==> src/rtl/reg_wb_arbiter.sv <==
// Two-requester round-robin writeback arbiter with a registered register-file write port.
// Optional bypass compare against the write port when REG_WB_FWD_EN is defined.
module reg_wb_arbiter #(
  parameter int ADDR_W = 5,
  parameter int DATA_W = 32
) (
  input  logic              clk_i,
  input  logic              rst_i,
  input  logic              req0_valid_i,
  input  logic [ADDR_W-1:0] req0_addr_i,
  input  logic [DATA_W-1:0] req0_data_i,
  output logic              req0_ready_o,
  input  logic              req1_valid_i,
  input  logic [ADDR_W-1:0] req1_addr_i,
  input  logic [DATA_W-1:0] req1_data_i,
  output logic              req1_ready_o,
  input  logic              hold_i,
  output logic              RegWrite_o,
  output logic [ADDR_W-1:0] RDaddr_o,
  output logic [DATA_W-1:0] RDdata_o,
  input  logic [ADDR_W-1:0] RSaddr_i,
  input  logic [ADDR_W-1:0] RTaddr_i,
  output logic              RSfwd_o,
  output logic [DATA_W-1:0] RSfwd_data_o,
  output logic              RTfwd_o,
  output logic [DATA_W-1:0] RTfwd_data_o
);

  typedef enum logic {LAST0 = 1'b0, LAST1 = 1'b1} state_t;

  state_t state, state_nxt;
  logic   grant0, grant1;

  always_ff @(posedge clk_i or negedge rst_i) begin
    if (!rst_i) state <= LAST1;
    else        state <= state_nxt;
  end

  always_comb begin
    state_nxt = state;
    if (grant0)      state_nxt = LAST0;
    else if (grant1) state_nxt = LAST1;
  end

  // Grants are gated by rst_i so nothing can be accepted while reset is asserted.
  always_comb begin
    grant0 = 1'b0;
    grant1 = 1'b0;
    if (rst_i && !hold_i) begin
      if (req0_valid_i && (!req1_valid_i || state == LAST1)) grant0 = 1'b1;
      else if (req1_valid_i)                                 grant1 = 1'b1;
    end
  end

  assign req0_ready_o = grant0;
  assign req1_ready_o = grant1;

  always_ff @(posedge clk_i or negedge rst_i) begin
    if (!rst_i) begin
      RegWrite_o <= 1'b0;
      RDaddr_o   <= '0;
      RDdata_o   <= '0;
    end else begin
      RegWrite_o <= 1'b0;
      if (grant0) begin
        RegWrite_o <= |req0_addr_i;
        RDaddr_o   <= req0_addr_i;
        RDdata_o   <= req0_data_i;
      end else if (grant1) begin
        RegWrite_o <= |req1_addr_i;
        RDaddr_o   <= req1_addr_i;
        RDdata_o   <= req1_data_i;
      end
    end
  end

`ifdef REG_WB_FWD_EN
  logic rs_hit, rt_hit;

  assign rs_hit       = RegWrite_o && (RDaddr_o == RSaddr_i) && (|RSaddr_i);
  assign rt_hit       = RegWrite_o && (RDaddr_o == RTaddr_i) && (|RTaddr_i);
  assign RSfwd_o      = rs_hit;
  assign RTfwd_o      = rt_hit;
  assign RSfwd_data_o = rs_hit ? RDdata_o : '0;
  assign RTfwd_data_o = rt_hit ? RDdata_o : '0;
`else
  logic unused_rd_addr;

  assign unused_rd_addr = ^{RSaddr_i, RTaddr_i};
  assign RSfwd_o        = 1'b0;
  assign RTfwd_o        = 1'b0;
  assign RSfwd_data_o   = '0;
  assign RTfwd_data_o   = '0;
`endif

endmodule

==> config.mk <==
export PLATFORM = sky130hd
export DESIGN_NAME = reg_wb_arbiter
export DESIGN_NICKNAME = d
export VERILOG_FILES = /design/src/rtl/reg_wb_arbiter.sv
export SDC_FILE = /design/constraint.sdc
export NUM_CORES = 1
export LEC_CHECK = 0
export ABC_AREA = 1
export CAP_MARGIN = 25
export CORE_MARGIN = 1
export CORE_UTILIZATION = 39
export CTS_BUF_LIST = sky130_fd_sc_hd__clkbuf_8
export DETAILED_ROUTE_END_ITERATION = 16
export PLACE_DENSITY = 0.88
export REMOVE_ABC_BUFFERS = 1
export SLEW_MARGIN = 20
export SYNTH_ARGS = -nofsm -noshare
export SYNTH_HDL_FRONTEND = slang
export SYNTH_SLANG_ARGS = --single-unit
==> constraint.sdc <==
create_clock -name clk_i -period 3.8 [get_ports clk_i]
set_input_delay 1.14 -clock clk_i [delete_from_list [all_inputs] [get_ports clk_i]]
set_output_delay 1.14 -clock clk_i [all_outputs]
set_load 0.02 [all_outputs]
==> run metrics, run 1 <==
number of flops mapped to enable cells by yosys 0; pre-CTS setup slack 0.0162 ns; remaining design rule violation count 0; clock insertion delay at the later pin of the skew report 0.28 ns; met1 wire length 2930 um; Sw Ratio 0.356; routed len/inst 11.5 um; Most used DFF post-synth sky130_fd_sc_hd__dfrtp_1; IO Pins 195; endpoints failing setup 0; nature of the critical path startpoint input port; Highest Signal Layer met4; Max transition margin 0.526; die outline width 86.5 um; DPL Wire Length 5120 um; Total Routing Usage GR 0.192; biggest area contributors in the synthesized netlist sky130_fd_sc_hd__dfrtp_1 (34%), sky130_fd_sc_hd__buf_4 (19%), sky130_fd_sc_hd__nor2_1 (15%), sky130_fd_sc_hd__nand2_1 (11%), sky130_fd_sc_hd__nand4_1 (8.3%); DR iter-0 viols 88; Die Outline Area 0.00748 mm^2; placed cell count 610; Core Box Area 0.00683 mm^2; first-pass iteration count of the detailed router 4; Post-Layout Cell Count 618; Clock Skew 0.00499 ns; Final ANT Viol Nets 0; warnings from Yosys 0; via count of the routed design 2693; routed length on met3 596 um; Syn Area/Cell 6.82 um^2; top cell type's share of synthesized area 0.342; global-route wire length before repair 11300 um; maximum number of pins on one net before global-route repair 42; startpoint-to-endpoint class of the critical path in -> out; part of the power in registers 0.377; area share of fa/ha/maj cells after synthesis 0; part of the power in the clock network 0.210; post-synthesis compound-gate area fraction 0.00360; Least-Margin Pin Slew 0.708 ns; setup repair after global routing missed its margin no; multiplexer area fraction after synthesis 0; final wirelength 7090 um; async set-reset flop share out of synthesis 1.00; clock slew at the register clock pins of the worst setup and hold paths 0.07 ns; relative contribution of combinational cells to total power 0.413; CTS Sinks 39; outcome finished, final reports clean; total number of H-tree levels 2; Final GP Congestion 0.729; via density per instance 4.36; list of most frequent post-synthesis cells sky130_fd_sc_hd__nor2_1 (108), sky130_fd_sc_hd__nand2_1 (79), sky130_fd_sc_hd__buf_4 (70); Fin Hold WS 0.497 ns; Chip Height 86.5 um; Pins Over Slew Limit 0; maximum achievable frequency 0.283 GHz; via count of the first global-routing pass 2435; post-synthesis xor/xnor area fraction 0; netlist area before placement 0.00278 mm^2; Post-Synth Simple-Gate Area 0.364; number of antenna violations at the first check in global routing 0; wire length on met2 3490 um; main combinational cell family by area after synthesis simple AND/OR/NAND/NOR gates; final count of hold timing violations 0; Post-Route Utilization 0.572; number of diodes added for antenna fixing 0; net count of the finished layout 610; initial standard-cell utilization of the core 0.407; internal power 0.000925 W; Synth Instances 408; max-capacitance violation count 0; # Post-CTS Setup Buffers 0; net switching power figure 0.000512 W; number of buffers created by CTS 5; CTS tree done; Period Utilization, post-route 0.930; LEAKAGE 2.05 nW; slack of the critical path 0.267 ns; total power divided by cell area 368 mW/mm^2; std cell rows 30; worst path arrival time 2.39 ns; worst-path maximum fanout 15; data required time at the worst endpoint 2.66 ns; area added between synthesis and finish 40.3%; Critical Path End Type output port; Longest Clk Path Bufs 2; fraction of layout instances using a drive strength above 1 0.0498; root buffer cell sky130_fd_sc_hd__clkbuf_8; most instantiated library cell after synthesis sky130_fd_sc_hd__nor2_1; port buffer count 118; Synth area leader sky130_fd_sc_hd__dfrtp_1; worst hold path type reg -> reg; peak supply drop 0.179 mV; portion of the post-synthesis area used by sequential elements 0.351; Total Power Consumption 0.00144 W; distinct cell type count after synthesis 19; post-synthesis sequential element count 39; post-layout min period 3.53 ns; remaining global-route overflow 0
-- per-layer routing --
| layer | GRT usage | up-vias |
|---|---|---|
| li1 | - | 1338 |
| met1 | 0.224 | 1205 |
| met2 | 0.356 | 141 |
| met3 | 0.0457 | 9 |
| met4 | 0.0455 | 0 |
| met5 | 0 | - |
-- placed cells by master (no fill, tap or decap), types with 2 or more instances in the layout --
master                            synthesis  final
sky130_fd_sc_hd__clkdlybuf4s50_1          0    115
sky130_fd_sc_hd__nor2_1                 108    108
sky130_fd_sc_hd__nand2_1                 79     79
sky130_fd_sc_hd__conb_1                   1     66
sky130_fd_sc_hd__inv_1                   42     43
sky130_fd_sc_hd__dfrtp_1                 38     38
sky130_fd_sc_hd__nand4_1                 37     37
sky130_fd_sc_hd__buf_4                   70     10
sky130_fd_sc_hd__clkbuf_8                 0      7
sky130_fd_sc_hd__nand3_1                  5      5
sky130_fd_sc_hd__inv_2                    2      2
sky130_fd_sc_hd__nand3_2                  2      2
sky130_fd_sc_hd__o21ai_0                  2      2
-- critical path, stage by stage --
cell and delay (ns):
sky130_fd_sc_hd__clkdlybuf4s50_1 0.54, sky130_fd_sc_hd__buf_12 0.16, sky130_fd_sc_hd__nand3_2 0.09, sky130_fd_sc_hd__inv_1 0.10, sky130_fd_sc_hd__dlygate4sd2_1 0.35
-- state kept, by name, indices dropped and copies added, names as in the netlist --
name        flops
RegWrite_o      1
state           1
RDaddr_o        5
RDdata_o       32
-- through the flow --
stage | TNS, ns | cell area (um^2)
after floorplan | -0.166 | 2410
after global placement | 0 | 3800
after detailed placement | 0 | 3800
after CTS | 0 | 3900
after global routing | 0 | 3910
final | 0 | 3910
-- power by group through the flow --
stage	clock (W)	sequential, W	combinational [W]
after CTS	0.000314	0.000543	0.000596
final	0.000302	0.000542	0.000593
after floorplan	0	0.000647	0.000180
after detailed placement	0	0.000550	0.000595
after global placement	0	0.000547	0.000583
after global routing	0.000335	0.000553	0.000637
-- cell families (layout without fill, tap and decap cells) --
family,Yosys count,count (layout)
compound gates,2,2
flops,39,39
buf+inv,132,181
other cells,1,66
simple gates,234,234
-- repair_timing --
action                     4_1_cts  5_1_grt
hold buffers                     0        0
setup endpoints to repair        1        1
resized for setup                1        1
-- final timing paths --
path,startpoint,to,slack (ns),cells after the start
worst min-delay path,RDdata_o[18]$_DFFE_PN0P_,RDdata_o[18]$_DFFE_PN0P_,0.50,2
worst max register to register,state$_DFFE_PN1P_,RDdata_o[16]$_DFFE_PN0P_,1.83,7
min in group asynchronous,rst_i,RDdata_o[21]$_DFFE_PN0P_,1.04,2
worst max-delay path,req0_valid_i,req0_ready_o,0.27,5
max in group asynchronous,rst_i,state$_DFFE_PN1P_,2.41,2
worst min register to register,RDdata_o[18]$_DFFE_PN0P_,RDdata_o[18]$_DFFE_PN0P_,0.50,2
-- area by class of cell --
cell class | instances | area [um^2]
fillers | 646 | 2930
repair buffers | 129 | 1270
multi-input cells | 302 | 1270
flip-flops and latches | 39 | 977
inverters | 44 | 165
well taps | 96 | 120
clock buffers | 7 | 96.3
clock inverters | 1 | 3.75
(Power assumes the default switching activity.)
==> inputs of run 2 (changes only) <==
--- a/config.mk
+++ b/config.mk
@@ -11,6 +11,7 @@
 export CORE_UTILIZATION = 39
 export CTS_BUF_LIST = sky130_fd_sc_hd__clkbuf_8
 export DETAILED_ROUTE_END_ITERATION = 16
+export HOLD_SLACK_MARGIN = 0.05
 export PLACE_DENSITY = 0.88
 export REMOVE_ABC_BUFFERS = 1
 export SLEW_MARGIN = 20
==> results of run 2 <==
No change in the layout: final DEF, timing and power equal those of run 1.
==> inputs of run 3 (changes only) <==
--- a/config.mk
+++ b/config.mk
@@ -12,8 +12,9 @@
 export CTS_BUF_LIST = sky130_fd_sc_hd__clkbuf_8
 export DETAILED_ROUTE_END_ITERATION = 16
 export HOLD_SLACK_MARGIN = 0.05
-export PLACE_DENSITY = 0.88
+export PLACE_DENSITY = 0.84
 export REMOVE_ABC_BUFFERS = 1
+export SETUP_SLACK_MARGIN = 0.3
 export SLEW_MARGIN = 20
 export SYNTH_ARGS = -nofsm -noshare
 export SYNTH_HDL_FRONTEND = slang
==> run metrics, run 3 (synthesized netlist as in run 1, its figures left out) <==
Post-Route Utilization 0.567; routed len/inst 11.1 um; clock insertion delay at the later pin of the skew report 0.28 ns; first-pass iteration count of the detailed router 4; DR iter-0 viols 116; Worst Setup EP req0_ready_o; LEAKAGE 2.01 nW; Chip Height 86.5 um; Total Power Consumption 0.00143 W; worst path arrival time 2.29 ns; setup repair after global routing missed its margin no; total power divided by cell area 368 mW/mm^2; beginning of the critical path hold_i; global-route wire length before repair 10800 um; post-route cell area 0.00387 mm^2; DPL Wire Length 5000 um; fraction of layout instances using a drive strength above 1 0.0481; area post-placement 0.00378 mm^2; internal power 0.000922 W; clock slew at the register clock pins of the worst setup and hold paths 0.07 ns; std cell rows 30; nature of the critical path startpoint input port; flip-flop count of the largest register, all copies and words added 32; Sw Ratio 0.353; peak supply drop 0.163 mV; maximum number of pins on one net before global-route repair 42; placed cell count 608; worst hold path type reg -> reg; total number of H-tree levels 2; largest registers ranked by flip-flop count RDdata_o (32), RDaddr_o (5); Final ANT Viol Nets 0; Clock Skew 0.00449 ns; startpoint-to-endpoint class of the critical path in -> out; Filler cells 681; die outline width 86.5 um; number of diodes added for antenna fixing 0; most common cell after layout, fill and taps aside sky130_fd_sc_hd__clkdlybuf4s50_1; root buffer cell sky130_fd_sc_hd__clkbuf_8; Total Routing Usage GR 0.182; final wirelength 6810 um; capturing point of the worst reg2reg path RDdata_o[7]$_DFFE_PN0P_; Post-Layout Cell Count 616; worst-path maximum fanout 3; final count of hold timing violations 0; endpoints failing setup 0; Period Utilization, post-route 0.903; net count of the finished layout 608; maximum achievable frequency 0.291 GHz; CTS tree done; CTS Sinks 39; count of cells along the worst register-to-register path 7; part of the power in registers 0.380; number of buffers created by CTS 5; part of the power in the clock network 0.210; port buffer count 118; max-capacitance violation count 0; Die Outline Area 0.00748 mm^2; Critical Path End Type output port; Longest Clk Path Bufs 2; Least-Margin Pin Slew 0.684 ns; Fin Hold WS 0.494 ns; post-layout min period 3.43 ns; Hold Startpoint RDdata_o[27]$_DFFE_PN0P_; Core Box Area 0.00683 mm^2; area added between synthesis and finish 39.1%; net switching power figure 0.000504 W; via count of the first global-routing pass 2368; number of antenna violations at the first check in global routing 0; commonest cells after routing, fill and taps aside sky130_fd_sc_hd__clkdlybuf4s50_1 (115), sky130_fd_sc_hd__nor2_1 (108), sky130_fd_sc_hd__nand2_1 (79), sky130_fd_sc_hd__conb_1 (66), sky130_fd_sc_hd__inv_1 (43); remaining global-route overflow 0; IO Pins 195; startpoint of the worst-slack reg-to-reg timing path state$_DFFE_PN1P_; outcome finished, final reports clean; via density per instance 4.41; internal reg-to-reg setup slack 1.87 ns; relative contribution of combinational cells to total power 0.411; Most flops, register RDdata_o; Max transition margin 0.542; Pins Over Slew Limit 0; # Post-CTS Setup Buffers 0; via count of the routed design 2715; Final GP Congestion 0.752; initial standard-cell utilization of the core 0.407; remaining design rule violation count 0; data required time at the worst endpoint 2.66 ns
==> run 3: how the worst min path moves through the flow <==
stage,end,slack [ns],depth (start not counted)
2_1_floorplan,state$_DFFE_PN1P_,0.54,2
3_3_place_gp,RDdata_o[18]$_DFFE_PN0P_,0.48,2
3_5_place_dp,RDdata_o[5]$_DFFE_PN0P_,0.49,2
4_1_cts,RDdata_o[27]$_DFFE_PN0P_,0.50,2
5_1_grt,RDdata_o[27]$_DFFE_PN0P_,0.51,2
6_report,RDdata_o[27]$_DFFE_PN0P_,0.49,2
==> run 3: repair_timing <==
item / in CTS / in global routing
hold buffers: 0 / 0
resized for setup: 2 / 3
setup endpoints to repair: 2 / 2
==> run 3: per-stage QoR <==
stage	setup TNS (ns)	setup slack, ns
3_3_place_gp	0	0.0345
2_1_floorplan	-0.166	-0.166
4_1_cts	0	0.292
6_report	0	0.369
3_5_place_dp	0	0.0330
5_1_grt	0	0.314
==> run 3: layout make-up <==
type / instances / area (um^2) / share of cell area
Multi-Input combinational cell: 302 / 1270 / 0.328
Timing Repair Buffer: 127 / 1240 / 0.320
Sequential cell: 39 / 977 / 0.252
Inverter: 44 / 165 / 0.0427
Tap cell: 96 / 120 / 0.0310
Clock buffer: 7 / 96.3 / 0.0249
Clock inverter: 1 / 3.75 / 0.000970
==> run 3: layer usage <==
metal / GRT usage / part of all wire / vias up
li1: - / - / 1339
met1: 0.217 / 0.42 / 1219
met2: 0.333 / 0.50 / 148
met3: 0.0429 / 0.077 / 9
met4: 0.0394 / 0.0087 / 0
met5: 0 / 0 / -
==> run 3: power groups by stage <==
stage	clock network, W	registers [W]	logic, W
floorplan	0	0.000647	0.000180
global placement	0	0.000546	0.000579
detailed placement	0	0.000549	0.000588
CTS	0.000312	0.000542	0.000589
global route	0.000330	0.000551	0.000631
finish	0.000299	0.000541	0.000585
==> run 3: critical path, stage by stage <==
cell and delay [ns]:
sky130_fd_sc_hd__clkdlybuf4s50_1 0.51, sky130_fd_sc_hd__nor2_8 0.15, sky130_fd_sc_hd__nand3_2 0.08, sky130_fd_sc_hd__inv_1 0.10, sky130_fd_sc_hd__clkdlybuf4s15_1 0.31
